--- config.mk ---
export PLATFORM = sky130hd
export DESIGN_NAME = instr_assembler
export DESIGN_NICKNAME = d
export VERILOG_FILES = /design/src/rtl/instr_assembler.sv
export SDC_FILE = /design/constraint.sdc
export NUM_CORES = 1
export LEC_CHECK = 0
export CAP_MARGIN = 20
export CORE_UTILIZATION = 40
export DETAILED_ROUTE_END_ITERATION = 10
export PLACE_DENSITY = 0.81
export SLEW_MARGIN = 20
export SYNTH_ARGS = -nofsm -noshare
export SYNTH_HDL_FRONTEND = slang
export SYNTH_SLANG_ARGS = --single-unit
--- constraint.sdc ---
create_clock -name clk -period 2.1 [get_ports clk]
set_clock_uncertainty 0.2 [all_clocks]
set_input_delay 0.42 -clock clk [delete_from_list [all_inputs] [get_ports clk]]
set_output_delay 0.42 -clock clk [all_outputs]
set_load 0.02 [all_outputs]
--- src/rtl/instr_assembler.sv ---
// RV32I instruction assembler: packs I/S/B/J fields into a word and streams it into instruction memory.
// Optional IMM_RANGE_CHECK_EN drops writes for out-of-range immediates and raises a sticky Err.
module instr_assembler #(
  parameter int AW = 8
) (
  input  logic          clk,
  input  logic          reset,
  input  logic          Start,
  input  logic [AW-1:0] BaseAddr,
  input  logic          InValid,
  output logic          InReady,
  input  logic          InLast,
  input  logic [1:0]    ImmSrc,
  input  logic [6:0]    Op,
  input  logic [4:0]    Rd,
  input  logic [4:0]    Rs1,
  input  logic [4:0]    Rs2,
  input  logic [2:0]    Funct3,
  input  logic [31:0]   Imm,
  output logic          IMemWE,
  output logic [AW-1:0] IMemAddr,
  output logic [31:0]   IMemWD,
  output logic          Done,
  output logic          Full,
  output logic          Err,
  output logic          dbgState
);

  typedef enum logic {
    IDLE = 1'b0,
    RUN  = 1'b1
  } stateT;

  localparam logic [1:0] SRC_I = 2'b00;
  localparam logic [1:0] SRC_S = 2'b01;
  localparam logic [1:0] SRC_B = 2'b10;
  localparam logic [1:0] SRC_J = 2'b11;

  localparam logic [AW-1:0] LAST_ADDR = {AW{1'b1}};

  stateT         state;
  logic [AW-1:0] addrCnt;
  logic [31:0]   encWord;
  logic          accept;
  logic          writeOk;

  // Handshake: a bundle transfers on a cycle where InValid && InReady at the rising edge;
  // InValid may be held or dropped freely, InReady never depends on InValid.
  assign InReady  = (state == RUN) && !Full;
  assign accept   = InValid && InReady;
  assign dbgState = state;

  always_comb begin
    encWord = '0;
    case (ImmSrc)
      SRC_I: encWord = {Imm[11:0], Rs1, Funct3, Rd, Op};
      SRC_S: encWord = {Imm[11:5], Rs2, Rs1, Funct3, Imm[4:0], Op};
      SRC_B: encWord = {Imm[12], Imm[10:5], Rs2, Rs1, Funct3, Imm[4:1], Imm[11], Op};
      SRC_J: encWord = {Imm[20], Imm[10:1], Imm[11], Imm[19:12], Rd, Op};
      default: encWord = '0;
    endcase
  end

`ifdef IMM_RANGE_CHECK_EN
  // An immediate fits when every bit above the field's sign bit copies it; B/J must be even.
  always_comb begin
    writeOk = 1'b1;
    case (ImmSrc)
      SRC_I, SRC_S: writeOk = (Imm[31:11] == {21{Imm[11]}});
      SRC_B:        writeOk = (Imm[31:12] == {20{Imm[12]}}) && !Imm[0];
      SRC_J:        writeOk = (Imm[31:20] == {12{Imm[20]}}) && !Imm[0];
      default:      writeOk = 1'b1;
    endcase
  end
`else
  logic unusedImmBits;
  assign unusedImmBits = ^Imm[31:21];
  assign writeOk       = 1'b1;
  assign Err           = 1'b0;
`endif

  always_ff @(posedge clk) begin
    if (!reset) begin
      state    <= IDLE;
      addrCnt  <= '0;
      IMemWE   <= 1'b0;
      IMemAddr <= '0;
      IMemWD   <= '0;
      Done     <= 1'b0;
      Full     <= 1'b0;
`ifdef IMM_RANGE_CHECK_EN
      Err      <= 1'b0;
`endif
    end else begin
      IMemWE <= 1'b0;
      Done   <= 1'b0;
      case (state)
        IDLE: begin
          if (Start) begin
            state   <= RUN;
            addrCnt <= BaseAddr;
            Full    <= 1'b0;
`ifdef IMM_RANGE_CHECK_EN
            Err     <= 1'b0;
`endif
          end
        end
        RUN: begin
          if (accept) begin
            if (writeOk) begin
              IMemWE   <= 1'b1;
              IMemAddr <= addrCnt;
              IMemWD   <= encWord;
              // The last word pins the counter instead of wrapping onto the program start.
              if (addrCnt == LAST_ADDR) begin
                Full <= 1'b1;
              end else begin
                addrCnt <= addrCnt + 1'b1;
              end
            end
`ifdef IMM_RANGE_CHECK_EN
            if (!writeOk) begin
              Err <= 1'b1;
            end
`endif
            if (InLast) begin
              Done  <= 1'b1;
              state <= IDLE;
            end
          end
        end
        default: state <= IDLE;
      endcase
    end
  end

endmodule

; ---- After elaboration in Yosys (flattened, before gate mapping)
; Cells that the tools add are included.
[word_totals]
reg_bits = 52
wordCells = 41
[op_classes]
n_addsub = 1
eq_ne = 8
muxes = 15
n_bitwise = 1
reduce_logical = 9
[ops]
columns = cell, count
row1 = 32-bit case mux with 4 select lines, 1
row2 = 8-bit two-way mux, 3
row3 = 8-bit case mux with 2 select lines, 1
row4 = 3-bit AND reduction, 3
row5 = 8-bit by 1-bit adder with 8-bit output (second input constant), 1
row6 = 8-bit == test (second input constant), 1
row7 = 1-bit two-way mux, 8
row8 = 2-bit == test (second input constant), 2
row9 = 2-bit by 1-bit inequality test with 1-bit output (second input constant), 2
row10 = 2-bit inequality test (second input constant), 2
row11 = 1-bit case mux with 2 select lines, 2
row12 = 2-bit AND reduction, 2
row13 = 2-bit by 1-bit == test with 1-bit output (second input constant), 1
row14 = 1-bit logical AND, 2
row15 = 2-bit zero test, 1
row16 = 1-bit zero test, 1
row17 = 1-bit inverter, 1

; ---- Longest topological paths before layout
[depth]
word_depth = 5
depth_mapped = 6
mapped_depth_nobuf = 5

; ---- Worst setup path after synthesis
; No wires, ideal clock.
[synth_path]
kind = register -> output
startpoint = register state, in the netlist dbgState
endpoint = output port InReady
arrival_ns = 1.297
slack_ns = 0.183
stages_incl_launch_ff = 4
path_cell_list = dfxtp_1 > buf_2 > buf_1 > nor2b_1
[synth_between]
elab_chain_len = 1
[synth_rtl]
columns = item, line
row1 = from (decl), 41  ; stateT state;
row2 = from (signal assigned), 84  ; state <= IDLE;
row3 = from (signal assigned), 100  ; state <= RUN;
row4 = from (signal assigned), 128  ; state <= IDLE;
row5 = 1-bit logical AND, 49  ; assign InReady = (state == RUN) && !Full;
row6 = to (decl), 11  ; output logic InReady,
; No other way between the ends.

; ---- Worst setup path in the final report
; Same ends and word-level chain as after synthesis.

==> metrics <==
FMAX=between 0.4 and 0.5 GHz; number of synthesized register bits=between 50 and 60; cts-stage hold buffer count=0; CP endpoint kind=output port; DR WL/cell=12.9 um; non-filler instance count after layout=around 460; Vias=roughly 2400; RSZ-0062 raised after global routing=false; overall routing resource usage=0.198; Leakage=around 1.3 nW; Post-DP HPWL=between 4000 and 5000 um; layout overhead on the synthesized area=54.6%; Reg2Reg Launch Point=addrCnt[1]$_SDFFE_PN0P_; TNS Setup=0 ns; register area share after synthesis=0.448; Num CTS Buffers=5; CP startpoint=dbgState$_SDFF_PN0_; final hold viol count=0; Antenna Nets Post-Route=0; Yosys warning count=0; synthesized area=~2300 um^2; post-route minimum period=approximately 2.0 ns; top routing layer used=met4; worst-skew pair later-pin latency=around 0.31 ns; 1st-iter DRT viols=a little over 60; share of cells above drive strength 1=0.0727; Ant. Diodes=0; largest net degree at the start of global routing=43; Setup violations, final=0; Setup Buffers After CTS=0; Die H=78.2 um; Setup crit start kind=flop; Core Area=5540 um^2; Hold Path Origin=IMemWD[4]$_SDFFE_PN0P_; Port Buffers=between 100 and 150; post_cts resized=0; CTS clk-pin slew, worst paths=about 0.10 ns; Setup Crit Path Kind=flop to output port; post-synthesis instance total=281; total number of H-tree levels=2; Mapped Avg Cell Area=8.27 um^2; peak supply drop=0.360 mV; WL final=5900 um; starting density of the core=0.420; fin nets=around 460; cell row count=27; routed wl met3=about 450 um; power per standard cell area=approximately 600 nW/um^2; Worst Path Max Fanout=3; die span in x=just under 80 um; RePlAce Congestion=around 0.87; Root Buffer Master=clkbuf_8; wire length on met1=between 2000 and 2500 um; total of max-cap violations=0; Req. time, crit path=around 1.5 ns; status=finished clean; Detailed Routing Iterations Pass 1=4; Hold WS=about 0.26 ns; Clock Sinks=between 50 and 60; DRC violations left=0; die area=approximately 6100 um^2; first-pass GRT wire length=approximately 10000 um; placed cells=~450; vias in the first global route=approximately 2200; Worst EP arrival=1.40 ns; syn_nets=354; CTS tree=built; wire length on met2=2940 um; period utilization=0.960; initial antenna violation count=0; DR vias/cell=5.16; Min-Delay Path Class=flop to flop; # IOs=roughly 120; Netlist cell types=36; GRT overflow=0; Max clock buf depth=2; Slew Viols, Final=0
==> cell families after synthesis <==
kind of cell,count (synthesis),synth area share
XOR/XNOR,1,0.0118
AND/OR/NAND/NOR,122,0.233
flip-flops,52,0.448
buffers and inverters,25,0.0538
other,1,0.00161
multiplexers,15,0.0657
adder cells (fa/ha/maj),1,0.00538
AO/OA/AOI/OAI,64,0.181
==> flip-flops by register name (all words and copies together), names as in the netlist <==
register / cells
IMemAddr: 8
addrCnt: 8
Full: 1
IMemWD: 32
IMemWE: 1
dbgState: 1
Done: 1
==> metal layers <==
metal	vias up	global-route usage
met5	-	0
met4	0	0.0333
li1	1191	-
met2	78	0.368
met1	1083	0.224
met3	6	0.0616
==> cells in the final DEF, fill, tap and decap left out <==
cell type,instances
a31oi_1,2
o21ai_2,1
o21ai_0,3
nand3_4,1
nand4_1,2
a21oi_1,27
nor3b_1,1
clkbuf_8,5
mux2i_1,13
a21o_1,1
and3b_2,1
ha_1,1
a32oi_1,1
o31a_1,1
nand3b_1,3
o21a_1,2
nand3_1,13
nand2b_1,1
nor4_1,1
inv_6,1
a211oi_1,12
mux2_2,2
dfxtp_1,52
conb_1,1
nand2_1,62
o211ai_1,3
and4b_1,1
nor3_1,4
and3_1,2
nor2b_1,3
xor2_4,1
a311oi_1,11
nor2_1,27
clkinv_2,1
clkinvlp_4,1
clkdlybuf4s50_1,105
buf_12,4
inv_1,2
buf_4,10
==> critical path: stages, from the launching register on <==
cell and delay [ns]:
dfxtp_1 0.36, nor2b_1 0.13, clkdlybuf4s50_1 0.61
==> worst paths after layout <==
path,to,slack [ns],cells past startpoint
setup / recovery,InReady,0.08,2
hold / removal,IMemWD[4]$_SDFFE_PN0P_,0.26,2
setup reg to reg,addrCnt[5]$_SDFFE_PN0P_,0.27,5
hold reg to reg,IMemWD[4]$_SDFFE_PN0P_,0.26,2
==> layout make-up <==
cell class	count	area (um^2)
Clock buffer	5	68.8
Clock inverter	3	21.3
Fill cell	498	1950
Inverter	2	7.51
Multi-Input combinational cell	204	1160
Sequential cell	52	1040
Tap cell	72	90.1
Timing Repair Buffer	119	1210
==> power by group <==
group	switching (mW)	internal [mW]
sequential	0.0394	1.04
combinational	0.229	0.276
clock	0.342	0.237
==> cell usage after synthesis, drive strengths merged <==
cell type,instances,area [um^2]
a211oi,12,90.1
a21o,1,7.51
a21oi,27,135
a311oi,11,96.3
a31oi,2,12.5
a32oi,1,8.76
and3,2,12.5
and3b,1,8.76
and4b,1,10.0
buf,16,91.3
clkbuf,7,26.3
conb,1,3.75
dfxtp,52,1040
ha,1,12.5
inv,2,7.51
mux2,2,22.5
mux2i,13,130
nand2,62,233
nand2b,1,6.26
nand3,14,82.6
nand3b,3,22.5
nand4,2,12.5
nor2,27,101
nor2b,3,18.8
nor3,4,20.0
nor3b,1,7.51
nor4,1,6.26
o211ai,3,22.5
o21a,2,15.0
o21ai,4,23.8
o31a,1,8.76
xor2,1,27.5
==> stage by stage <==
step,total power [mW],utilization,setup slack [ns],instance area (um^2)
3_5_place_dp,1.61,0.633,0.0344,3500
5_1_grt,2.27,0.649,0.00106,3590
6_report,2.16,0.649,0.0831,3590
3_3_place_gp,1.60,0.633,0.0655,3500
4_1_cts,2.18,0.649,0.0721,3590
2_1_floorplan,1.34,-,0.183,2320
No activity file was read; power rests on OpenSTA's default activity.
